==> src/rtl/fifo_pkg.sv <==
// Shared types and width helpers for the FIFO write-port arbiter and its picker.
package fifo_pkg;

  typedef enum logic {
    IDLE = 1'b0,
    XFER = 1'b1
  } arb_state_e;

  localparam int NUM_REQ_DEF   = 4;
  localparam int MAX_BURST_DEF = 8;
  localparam int GID_W         = $clog2(NUM_REQ_DEF);
  localparam int BCNT_W        = $clog2(MAX_BURST_DEF + 1);

  // Grant index width; never narrower than one bit.
  function automatic int gid_w(input int n);
    return (n < 2) ? 1 : $clog2(n);
  endfunction

  // Beat counter must be able to hold MAX_BURST itself.
  function automatic int bcnt_w(input int m);
    return $clog2(m + 1);
  endfunction

endpackage

==> src/rtl/rr_pick.sv <==
// Combinational round-robin picker: first set request searching upward
// from last_grant+1, wrapping modulo N.
module rr_pick #(
  parameter int N = 4,
  parameter int W = 2
) (
  input  logic [N-1:0] req,
  input  logic [W-1:0] last_grant,
  output logic         found,
  output logic [W-1:0] idx
);

  logic [W-1:0] cand;

  // Walk from farthest to nearest so the nearest hit is written last and wins.
  always_comb begin
    found = 1'b0;
    idx   = '0;
    cand  = '0;
    for (int i = N; i >= 1; i--) begin
      cand = W'((int'(last_grant) + i) % N);
      if (req[cand]) begin
        found = 1'b1;
        idx   = cand;
      end
    end
  end

endmodule

==> src/rtl/fifo_wr_arb.sv <==
// Round-robin arbiter sharing one FIFO write port among NUM_REQ burst producers,
// with full-flag beat stall and optional almost-full grant stall.
module fifo_wr_arb
  import fifo_pkg::*;
#(
  parameter int NUM_REQ   = 4,
  parameter int DATA_W    = 128,
  parameter int MAX_BURST = 8,
  parameter int ALM_STALL = 1,
  localparam int ID_W     = gid_w(NUM_REQ),
  localparam int CNT_W    = bcnt_w(MAX_BURST)
) (
  input  logic                        clk,
  input  logic                        rstn,
  input  logic [NUM_REQ-1:0]          req_valid,
  input  logic [NUM_REQ-1:0]          req_last,
  input  logic [NUM_REQ*DATA_W-1:0]   req_data,
  output logic [NUM_REQ-1:0]          req_ready,
  input  logic                        fifo_full,
  input  logic                        fifo_alm_full,
  output logic                        fifo_wren,
  output logic [DATA_W-1:0]           fifo_wrdata,
  output logic [ID_W-1:0]             grant_id,
  output logic                        busy
);

  arb_state_e        state, state_nxt;
  logic [ID_W-1:0]   last_grant;
  logic [CNT_W-1:0]  beat_cnt;
  logic              pick_found;
  logic [ID_W-1:0]   pick_idx;
  logic              sel_valid, sel_last;
  logic [DATA_W-1:0] sel_data;
  logic              accept, burst_end, can_grant, ld_grant;

  rr_pick #(.N(NUM_REQ), .W(ID_W)) u_pick (
    .req        (req_valid),
    .last_grant (last_grant),
    .found      (pick_found),
    .idx        (pick_idx)
  );

  always_comb begin
    sel_valid = 1'b0;
    sel_last  = 1'b0;
    sel_data  = '0;
    for (int i = 0; i < NUM_REQ; i++) begin
      if (grant_id == ID_W'(i)) begin
        sel_valid = req_valid[i];
        sel_last  = req_last[i];
        sel_data  = req_data[i*DATA_W +: DATA_W];
      end
    end
  end

  assign busy      = (state == XFER);
  assign accept    = busy & sel_valid & ~fifo_full;
  // last flag and beat limit on the same beat collapse into one end event
  assign burst_end = accept & (sel_last | (beat_cnt + CNT_W'(1) == CNT_W'(MAX_BURST)));
  assign can_grant = pick_found & ~fifo_full & ~((ALM_STALL != 0) & fifo_alm_full);

  always_comb begin
    state_nxt = state;
    ld_grant  = 1'b0;
    case (state)
      IDLE: if (can_grant) begin
        state_nxt = XFER;
        ld_grant  = 1'b1;
      end
      XFER: if (burst_end) state_nxt = IDLE;
      default: state_nxt = IDLE;
    endcase
  end

  // Ready follows fifo_full combinationally so a full FIFO is never written.
  always_comb begin
    req_ready = '0;
    if (busy) begin
      for (int i = 0; i < NUM_REQ; i++)
        req_ready[i] = (grant_id == ID_W'(i)) & ~fifo_full;
    end
    fifo_wren   = accept;
    fifo_wrdata = busy ? sel_data : '0;
  end

  always_ff @(posedge clk or negedge rstn) begin
    if (!rstn) begin
      state      <= IDLE;
      grant_id   <= '0;
      last_grant <= ID_W'(NUM_REQ - 1);
      beat_cnt   <= '0;
    end else begin
      state <= state_nxt;
      if (ld_grant) begin
        grant_id <= pick_idx;
        beat_cnt <= '0;
      end else if (accept) begin
        beat_cnt <= beat_cnt + CNT_W'(1);
      end
      if (burst_end) last_grant <= grant_id;
    end
  end

endmodule

==> config.mk <==
export PLATFORM = sky130hd
export DESIGN_NAME = fifo_wr_arb
export DESIGN_NICKNAME = d
export VERILOG_FILES = /design/src/rtl/fifo_pkg.sv /design/src/rtl/rr_pick.sv /design/src/rtl/fifo_wr_arb.sv
export SDC_FILE = /design/constraint.sdc
export NUM_CORES = 1
export LEC_CHECK = 0
export ABC_AREA = 1
export CAP_MARGIN = 20
export CORE_AREA = 2 2 259 261
export CTS_CLUSTER_SIZE = 20
export DETAILED_ROUTE_END_ITERATION = 10
export DIE_AREA = 0 0 261 263
export GPL_TIMING_DRIVEN = 0
export PLACE_DENSITY = 0.31
export SLEW_MARGIN = 20
export SYNTH_ARGS = -nofsm -noshare
export SYNTH_HDL_FRONTEND = slang
export SYNTH_SLANG_ARGS = --single-unit
==> constraint.sdc <==
create_clock -name clk -period 3.1 [get_ports clk]
set_input_delay 0.62 -clock clk [delete_from_list [all_inputs] [get_ports clk]]
set_output_delay 0.62 -clock clk [all_outputs]
set_load 0.02 [all_outputs]
==> results of run 1 <==
[how the worst max path moves through the flow]
| stage | startpoint | to | slack (ns) | cells past startpoint |
|---|---|---|---|---|
| 3_5_place_dp | grant_id[0] | fifo_wrdata[8] | -0.35 | 7 |
| 5_1_grt | grant_id[0] | fifo_wren | 0.002 | 10 |
| 6_report | fifo_full | fifo_wren | 0.08 | 6 |
| 2_1_floorplan | grant_id[1] | fifo_wrdata[118] | 0.74 | 8 |
| 4_1_cts | grant_id[0] | fifo_wrdata[8] | -0.09 | 9 |
| 3_3_place_gp | grant_id[0] | fifo_wrdata[8] | -0.33 | 7 |
[cell type report]
cell class | instances | area share (%)
Multi-Input combinational cell | 669 | 28.61
Antenna cell | 5 | 0.09893
Clock buffer | 4 | 0.6233
Buffer | 86 | 4.412
Tap cell | 864 | 8.548
Timing Repair Buffer | 664 | 51.69
Sequential cell | 9 | 1.801
Inverter | 140 | 4.214
[routing by layer]
| metal | wire length (um) | part of all wire [%] | vias up | global-route usage [%] |
|---|---|---|---|---|
| met2 | 29210 | 51 | 490 | 30.27 |
| met4 | 597 | 1.0 | 22 | 1.566 |
| met3 | 5098 | 8.9 | 69 | 4.535 |
| met1 | 22260 | 39 | 4227 | 17.53 |
| li1 | - | - | 4450 | - |
| met5 | 126 | 0.22 | - | 0 |
[registers in the layout, summed over array words and instances, names as in the netlist]
| name | cells |
|---|---|
| busy | 1 |
| last_grant | 2 |
| grant_id | 2 |
| beat_cnt | 4 |
[worst register-to-register path, delay by kind of cell, from the launching register on]
family	cells	cell delay (ns)
buffers and inverters	5	0.61
AND/OR/NAND/NOR	6	0.55
flip-flops	1	0.38
AO/OA/AOI/OAI	1	0.09
[power breakdown]
part           switching [uW]  leakage [uW]  total [uW]  internal, uW
combinational            5950       0.00534        9500          3540
clock                    62.0     0.0000382         234           172
sequential               47.6      0.000107         227           179
total                    6060       0.00548        9960          3900
[stage by stage]
step / cells / cell area [um2] / worst slack (ns) / hold WS [ns]
finish: 2441 / 12650 / 0.08440 / 0.5090
global route: 2437 / 12640 / 0.002303 / 0.5329
CTS: 2434 / 12590 / -0.08512 / 0.5070
floorplan: 904 / 4783 / 0.7358 / 0.3244
global placement: 2427 / 12460 / -0.3314 / 0.4906
detailed placement: 2427 / 12460 / -0.3539 / 0.5021
[cell families (layout without fill, tap and decap cells)]
family                     count (synthesis)  in the layout  share of synthesized area, %
and+or+nand+nor                          397            397                         34.27
AOI/OAI and AO/OA                        269            269                         40.18
buffers and inverters                    226            894                         20.17
DFF                                        9              9                         4.761
xor gates and xnor gates                   2              2                        0.3663
adders and majority gates                  1              1                        0.2615
other                                      0              5                             0
[layout by cell type, fill, tap and decap left out, drive strengths merged, types with 2 or more instances in the layout]
master and instances:
a211oi 59, a21oi 6, buf 59, clkbuf 38, clkdlybuf4s15 8, clkdlybuf4s50 540
dfrtp 7, dfstp 2, diode 5, dlygate4sd2 103, dlymetal6s2s 6, inv 139
nand2 239, nand3 80, nor2 69, nor3 3, o211ai 66, o21ai 74
o221ai 63, or2 6
[repair_timing]
action / in CTS / in global routing
gates resized for setup: 179 / 16
endpoints found under the setup margin: 129 / 12
endpoints found under the hold margin: 0 / 0
pin swaps: 1 / 1
setup buffers: 3 / 2
==> flow_summary.ini, run 1 <==
[power_and_ir_drop]
total_power_uw = 9957
ir_worst_vdd_uv = 354.8
p_per_area_nw_per_um2 = 787.3
leakagePower_uw = 0.005481

[logic_synthesis]
ys_types = 32
synth_top_cell_by_area = nand2_1
yosysMostFrequentCell = nand2_1
ys_ff_latch = 9
syn_avg_cell_area_um2 = 5.291
synth_fp_nets = 1429
synth_common_cells = 234 x nand2_1, 129 x inv_1, 80 x nand3_1, 67 x o21ai_0
synth_edf_count = 0
syn_inst = 904
ys_warn_count = 0
synth-main-ff-cell = dfrtp_1
synth_top_area_share_pct = 18.36
synth.yosys.seq_area_share_pct = 4.761
synthArstFlopShare_pct = 100.0
synth_area_leaders = nand2_1 18%, o221ai_1 12%, o211ai_1 10%, inv_1 10%, a211oi_1 9.3%
synth_area_um2 = 4783

[die]
dieArea_um2 = 68640
fp-row-count = 94
initial_utilization_pct = 7.289
die_y_um = 263
coreArea_um2 = 65630
boundaryPins = 660
die_w_um = 261

[setup_path]
critPathSlowestCell = clkdlybuf4s50_1
cp_slowest_stage_delay_ns = 0.65
r2r_end = busy
critical_path_class = in -> out
crit_arrival_ns = 2.40
rr_worst_depth = 12
required_ns = 2.48
crit_top_cell = clkdlybuf4s50_1
path_delay_family = buffers and inverters
ff2ff_setup_slack_ns = 1.34
startpoint_type = input pin
r2r-start = grant_id[0]
crit_buf_inv = 3
crit_chain = clkdlybuf4s50_1 -> or2_4 -> a31oi_2 -> nand2_2 -> clkinv_4 -> clkdlybuf4s50_1
cp_max_fo = 6
end_kind = output port

[drt]
dr_total_vias = 9258
wl_per_cell_um = 23.47
dr.pass1.iters = 5
routed_via_density = 3.793
ant_nets = 0
drt_wl_total_mm = 57.30
drt_first_iter_violations = 315
drc = 0

[placement]
port_buffers = 659
gp_congestion = 0.8433
dp_hpwl_mm = 49.64

[worst_hold_path]
hp-class = reg -> reg
holdPathStages = 1
holdCritStartpoint = beat_cnt[0]
hold_path_end = beat_cnt[0]

[finish]
fin_util_pct = 19.27
area_growth_pct = 164.4
multi_input_area_um2 = 3618
seq_area_um2 = 227.7
final_nets = 2098
drive_gt1_share_pct = 7.443
nFillCells = 7555

[clock_network]
clkSinkCount = 9
insertion_delay_ns = 0.24
ctsHoldBuffers = 0
clk_pin_slew_worst_paths_ns = 0.04
clockBufferDepth = 2
cts_buffers = 3
cts_tree = yes
htree_levels = 1
root_buffer = clkbuf_16

[timing]
final-max-slew-violation-count = 0
clock.fmax_ghz = 0.3316
finalHoldViolCount = 0
fin_crit_ns = 3.016
fin_tns_setup_ns = 0
rsz0062_at_grt = false
tightest_slew_ns = 0.6740
relSlewSlack_pct = 55.07
finalClockSkew_ns = 0.0006737
finalCritPeriodShare_pct = 97.28
setup_viol_count_final = 0

[global_routing]
grt_max_degree = 11
grt_util_all_layers_pct = 15.79
grt_pass1_vias = 9946
grt_overflow = 0
antenna_found_initial = 30
grt_pass1_wl_mm = 77.57

[run]
drv_cap = 0

[run_status]
status = completed
No activity file was read; power rests on OpenSTA's default activity.
==> run 2, diff against run 1 <==
--- a/config.mk
+++ b/config.mk
@@ -13,7 +13,9 @@
 export DIE_AREA = 0 0 261 263
 export GPL_TIMING_DRIVEN = 0
 export PLACE_DENSITY = 0.31
+export SETUP_SLACK_MARGIN = 0.4
 export SLEW_MARGIN = 20
 export SYNTH_ARGS = -nofsm -noshare
 export SYNTH_HDL_FRONTEND = slang
 export SYNTH_SLANG_ARGS = --single-unit
+export TNS_END_PERCENT = 5
==> run 2 against run 1 <==
Combinational power grew 3.3%. Non-clock buffer count grew 8. Hold slack gained 0.00066 ns. Design area grew 2.0%. Total power grew 3.2%. Sequential power is essentially flat. Highest routed layer unchanged. Worst setup slack gained 0.15 ns. Final cell count grew 0.29%.
==> flow_summary.ini, run 2 (synthesis gave the netlist of run 1 again) <==
[run_status]
status = completed

[timing]
tightest_slew_ns = 0.6021
timing.final.ws_setup_ns = 0.2381
final-max-slew-violation-count = 0
finalClockSkew_ns = 0.001272
setup_viol_count_final = 0
relSlewSlack_pct = 59.86
finalHoldViolCount = 0
finalCritPeriodShare_pct = 92.32
fin_crit_ns = 2.862
clock.fmax_ghz = 0.3494
rsz0062_at_grt = true
fin_tns_setup_ns = 0

[finish]
layout_common_cells = 529 x clkdlybuf4s50_1, 233 x nand2_1, 129 x inv_1, 107 x dlygate4sd2_1, 80 x nand3_1
final_nets = 2106
reg_top3 = beat_cnt (4), grant_id (2), last_grant (2)
regMostFlops = beat_cnt
drive_gt1_share_pct = 9.177
layout_commonest_cell = clkdlybuf4s50_1
area_growth_pct = 169.6
largest_register_ff_count = 4

[setup_path]
r2r_end = busy
startpoint_type = flop
r2r-start = grant_id[0]
critical_path_class = reg -> out
end_kind = output port
setup.worst_path.start = grant_id[0]
crit_arrival_ns = 2.24
required_ns = 2.48
rr_worst_depth = 12
ff2ff_setup_slack_ns = 1.35
cp_max_fo = 11

[drt]
drc = 0
ant_nets = 0
dr_total_vias = 9240
drt_wl_total_mm = 57.36
dr.pass1.iters = 5
routed_via_density = 3.775
wl_per_cell_um = 23.43
drt_first_iter_violations = 321

[global_routing]
grt_util_all_layers_pct = 15.84
grt_pass1_vias = 10010
grt_overflow = 0
antenna_found_initial = 30
grt_max_degree = 11
grt_pass1_wl_mm = 77.87

[clock_network]
clk_pin_slew_worst_paths_ns = 0.04
clockBufferDepth = 2
root_buffer = clkbuf_16
insertion_delay_ns = 0.24
clkSinkCount = 9
cts_buffers = 3
htree_levels = 1
cts_tree = yes
ctsHoldBuffers = 0

[worst_hold_path]
holdCritStartpoint = beat_cnt[0]
holdPathStages = 1
hold_path_end = beat_cnt[0]
hp-class = reg -> reg

[power_and_ir_drop]
p_per_area_nw_per_um2 = 797.0
total_power_uw = 10280
leakagePower_uw = 0.005584
ir_worst_vdd_uv = 340.8

[die]
die_y_um = 263
die_w_um = 261
initial_utilization_pct = 7.289
fp-row-count = 94
dieArea_um2 = 68640
boundaryPins = 660
coreArea_um2 = 65630

[placement]
gp_congestion = 0.8433
post-place-ws_ns = -0.3539
dp_hpwl_mm = 49.64
port_buffers = 659

[run]
drv_cap = 0
## run 2: cell type report
cell class | count | area [um2]
Antenna cell | 4 | 10.01
Fill cell | 7549 | 52730
Multi-Input combinational cell | 669 | 3662
Buffer | 86 | 698.2
Inverter | 140 | 538.0
Tap cell | 864 | 1081
Sequential cell | 9 | 227.7
Clock buffer | 4 | 78.83
Timing Repair Buffer | 672 | 6599
## run 2: worst max path at each step
stage and endpoint:
6_report fifo_wrdata[83], 5_1_grt fifo_wrdata[114], 4_1_cts fifo_wrdata[118], 3_5_place_dp fifo_wrdata[8]
3_3_place_gp fifo_wrdata[8], 2_1_floorplan fifo_wrdata[118]
## run 2: per-stage QoR
| stage | hold WS, ns | instances | cell area, um2 | util, % |
|---|---|---|---|---|
| 2_1_floorplan | 0.3244 | 904 | 4783 | - |
| 3_3_place_gp | 0.4906 | 2427 | 12460 | 18.99 |
| 3_5_place_dp | 0.5021 | 2427 | 12460 | 18.99 |
| 4_1_cts | 0.5070 | 2442 | 12810 | 19.52 |
| 5_1_grt | 0.5329 | 2445 | 12890 | 19.64 |
| 6_report | 0.5097 | 2448 | 12890 | 19.65 |
## run 2: repair_timing
item	4_1_cts	5_1_grt
gates resized for setup	265	43
setup buffers	10	2
cloned	1	0
pin swaps	5	1
endpoints found under the setup margin	133	133
## run 2: metal layers
layer	up-vias	global-route usage, %	part of all wire [%]
met2	484	30.34	51
met4	22	1.413	1.1
met1	4193	17.63	39
met3	73	4.583	8.9
li1	4468	-	-
met5	-	0	0.22
## run 2: worst max-delay path: stages, from the launching register on
cell and delay, ns:
dfrtp_1 0.40, buf_12 0.16, buf_6 0.18, nand2_2 0.11
buf_6 0.17, buf_2 0.21, a211oi_1 0.36, clkdlybuf4s15_1 0.39
## run 2: power by group
group          internal [uW]  leakage, uW  total [uW]  switching (uW)
registers                179     0.000107         230            50.3
logic                   3800      0.00544        9810            6010
clock network            173    0.0000382         235            62.5
total                   4150      0.00558       10300            6120
==> run 3, diff against run 2 <==
==> constraint.sdc (replaced) <==
create_clock -name clk -period 3.1 [get_ports clk]
set_input_delay 0.62 -clock clk [delete_from_list [all_inputs] [get_ports clk]]
set_output_delay 0.62 -clock clk [all_outputs]
set_load 0.05 [all_outputs]
==> run 3 against run 2 <==
Sequential power is essentially flat. Global-route usage is 0.55 points higher. Utilization rose by 0.20 points. First-iteration DRC count grew 32%. Final cell count unchanged. Design area up 1.0%. Largest power group unchanged. Die area unchanged. Maximum frequency is 6.4% higher.
==> flow_summary.ini, run 3 (synthesis gave the netlist of run 1 again) <==
[clock_network]
ctsHoldBuffers = 0
cts_buffers = 3
clockBufferDepth = 2
clk_pin_slew_worst_paths_ns = 0.04
cts_tree = yes
htree_levels = 1
clkSinkCount = 9
insertion_delay_ns = 0.24
root_buffer = clkbuf_16

[finish]
drive_gt1_share_pct = 20.86
largest_register_ff_count = 4
regMostFlops = beat_cnt
layout_common_cells = 526 x clkdlybuf4s50_1, 233 x nand2_1, 129 x inv_1, 95 x buf_4, 80 x nand3_1
final_cells = 2448
area_growth_pct = 172.3
reg_top3 = beat_cnt (4), grant_id (2), last_grant (2)
layout_commonest_cell = clkdlybuf4s50_1
final_nets = 2103
nFillCells = 7515

[setup_path]
critical_path_class = reg -> out
required_ns = 2.48
end_kind = output port
startpoint_type = flop
cp_max_fo = 10
crit_arrival_ns = 2.07

[timing]
fin_crit_ns = 2.689
finalHoldViolCount = 0
final-max-slew-violation-count = 0
hold_slack_ns = 0.5062
tightest_slew_ns = 0.8046
clock.fmax_ghz = 0.3719
rsz0062_at_grt = true
finalCritPeriodShare_pct = 86.74
setup_viol_count_final = 0
relSlewSlack_pct = 46.36
finalClockSkew_ns = 0.0004495

[run]
drv_cap = 0

[placement]
gp_congestion = 0.8211
dp.cells = 2427
dp_hpwl_mm = 51.81
port_buffers = 659

[run_status]
status = completed

[die]
boundaryPins = 660
coreArea_um2 = 65630
fp-row-count = 94
dieArea_um2 = 68640
die_w_um = 261
initial_utilization_pct = 7.289
die_y_um = 263

[worst_hold_path]
hp-class = reg -> reg

[global_routing]
grt_pass1_wl_mm = 80.29
grt_overflow = 0
antenna_found_initial = 32
grt_max_degree = 11
grt_pass1_vias = 10190
grt_util_all_layers_pct = 16.39

[drt]
ant_nets = 0
wl_per_cell_um = 24.25
dr_total_vias = 9419
drt_first_iter_violations = 424
dr.pass1.iters = 4
drt_wl_total_mm = 59.37
routed_via_density = 3.848
drc = 0

[power_and_ir_drop]
p_int_uw = 4480
switchingPower_uw = 9157
leakagePower_uw = 0.005495
p_per_area_nw_per_um2 = 1047
seqPwrFrac_pct = 1.7
netSwitchingFraction_pct = 67.15
ir_worst_vdd_uv = 512.5
power_frac_clock_pct = 1.7
p_comb_share_pct = 96.6
-- run 3: final timing paths --
kind,from,endpoint,slack (ns),cells past startpoint
max,grant_id[0],fifo_wrdata[80],0.41,7
min,beat_cnt[0],beat_cnt[0],0.51,1
max reg2reg,busy,busy,1.28,9
min reg2reg,beat_cnt[0],beat_cnt[0],0.51,1
max in group asynchronous,rstn,last_grant[1],2.05,1
min in group asynchronous,rstn,beat_cnt[1],0.70,1
-- run 3: timing repair --
action	4_1_cts	5_1_grt
gates cloned	0	0
hold endpoints to repair	0	0
endpoints found under the setup margin	133	119
setup buffers	7	3
gates resized for setup	858	53
pin swaps	4	4
-- run 3: cell type report --
cell class	instances	area (um2)	share of cell area [%]
Tap cell	864	1081	8.301
Inverter	140	543.0	4.169
Sequential cell	9	227.7	1.748
Antenna cell	7	17.52	0.1345
Buffer	86	735.7	5.649
Timing Repair Buffer	669	6300	48.37
Clock buffer	4	78.83	0.6052
Multi-Input combinational cell	669	4040	31.02
-- run 3: metrics by stage --
stage | setup slack [ns] | instance area, um2 | power (uW) | setup TNS (ns) | utilization (%)
3_3_place_gp | -1.038 | 12760 | 13550 | -48.08 | 19.44
2_1_floorplan | 0.2474 | 5084 | 8263 | 0 | -
6_report | 0.4112 | 13020 | 13640 | 0 | 19.84
5_1_grt | 0.3337 | 13020 | 14540 | 0 | 19.84
4_1_cts | 0.2909 | 12910 | 13800 | 0 | 19.68
3_5_place_dp | -1.039 | 12760 | 13470 | -47.96 | 19.44
-- run 3: power groups by stage --
stage / combinational, uW / clock, uW / sequential (uW)
2_1_floorplan: 7980 / 0 / 279
3_3_place_gp: 13300 / 0 / 226
3_5_place_dp: 13200 / 0 / 229
4_1_cts: 13300 / 241 / 235
5_1_grt: 14100 / 249 / 240
6_report: 13200 / 238 / 232
-- run 3: critical path: stages, from the launching register on --
cell      delay (ns)
dfrtp_1         0.40
buf_12          0.16
inv_2           0.14
buf_6           0.21
buf_6           0.18
o221ai_1        0.17
a211oi_4        0.33
buf_6           0.21
-- run 3: layer usage --
layer / routed length [um] / up-vias / global-route usage (%) / share of wire [%]
met2: 31300 / 490 / 31.91 / 53
li1: - / 4464 / - / -
met4: 754 / 12 / 2.181 / 1.3
met5: 71 / - / 0 / 0.12
met1: 21480 / 4396 / 17.21 / 36
met3: 5769 / 57 / 5.324 / 9.7
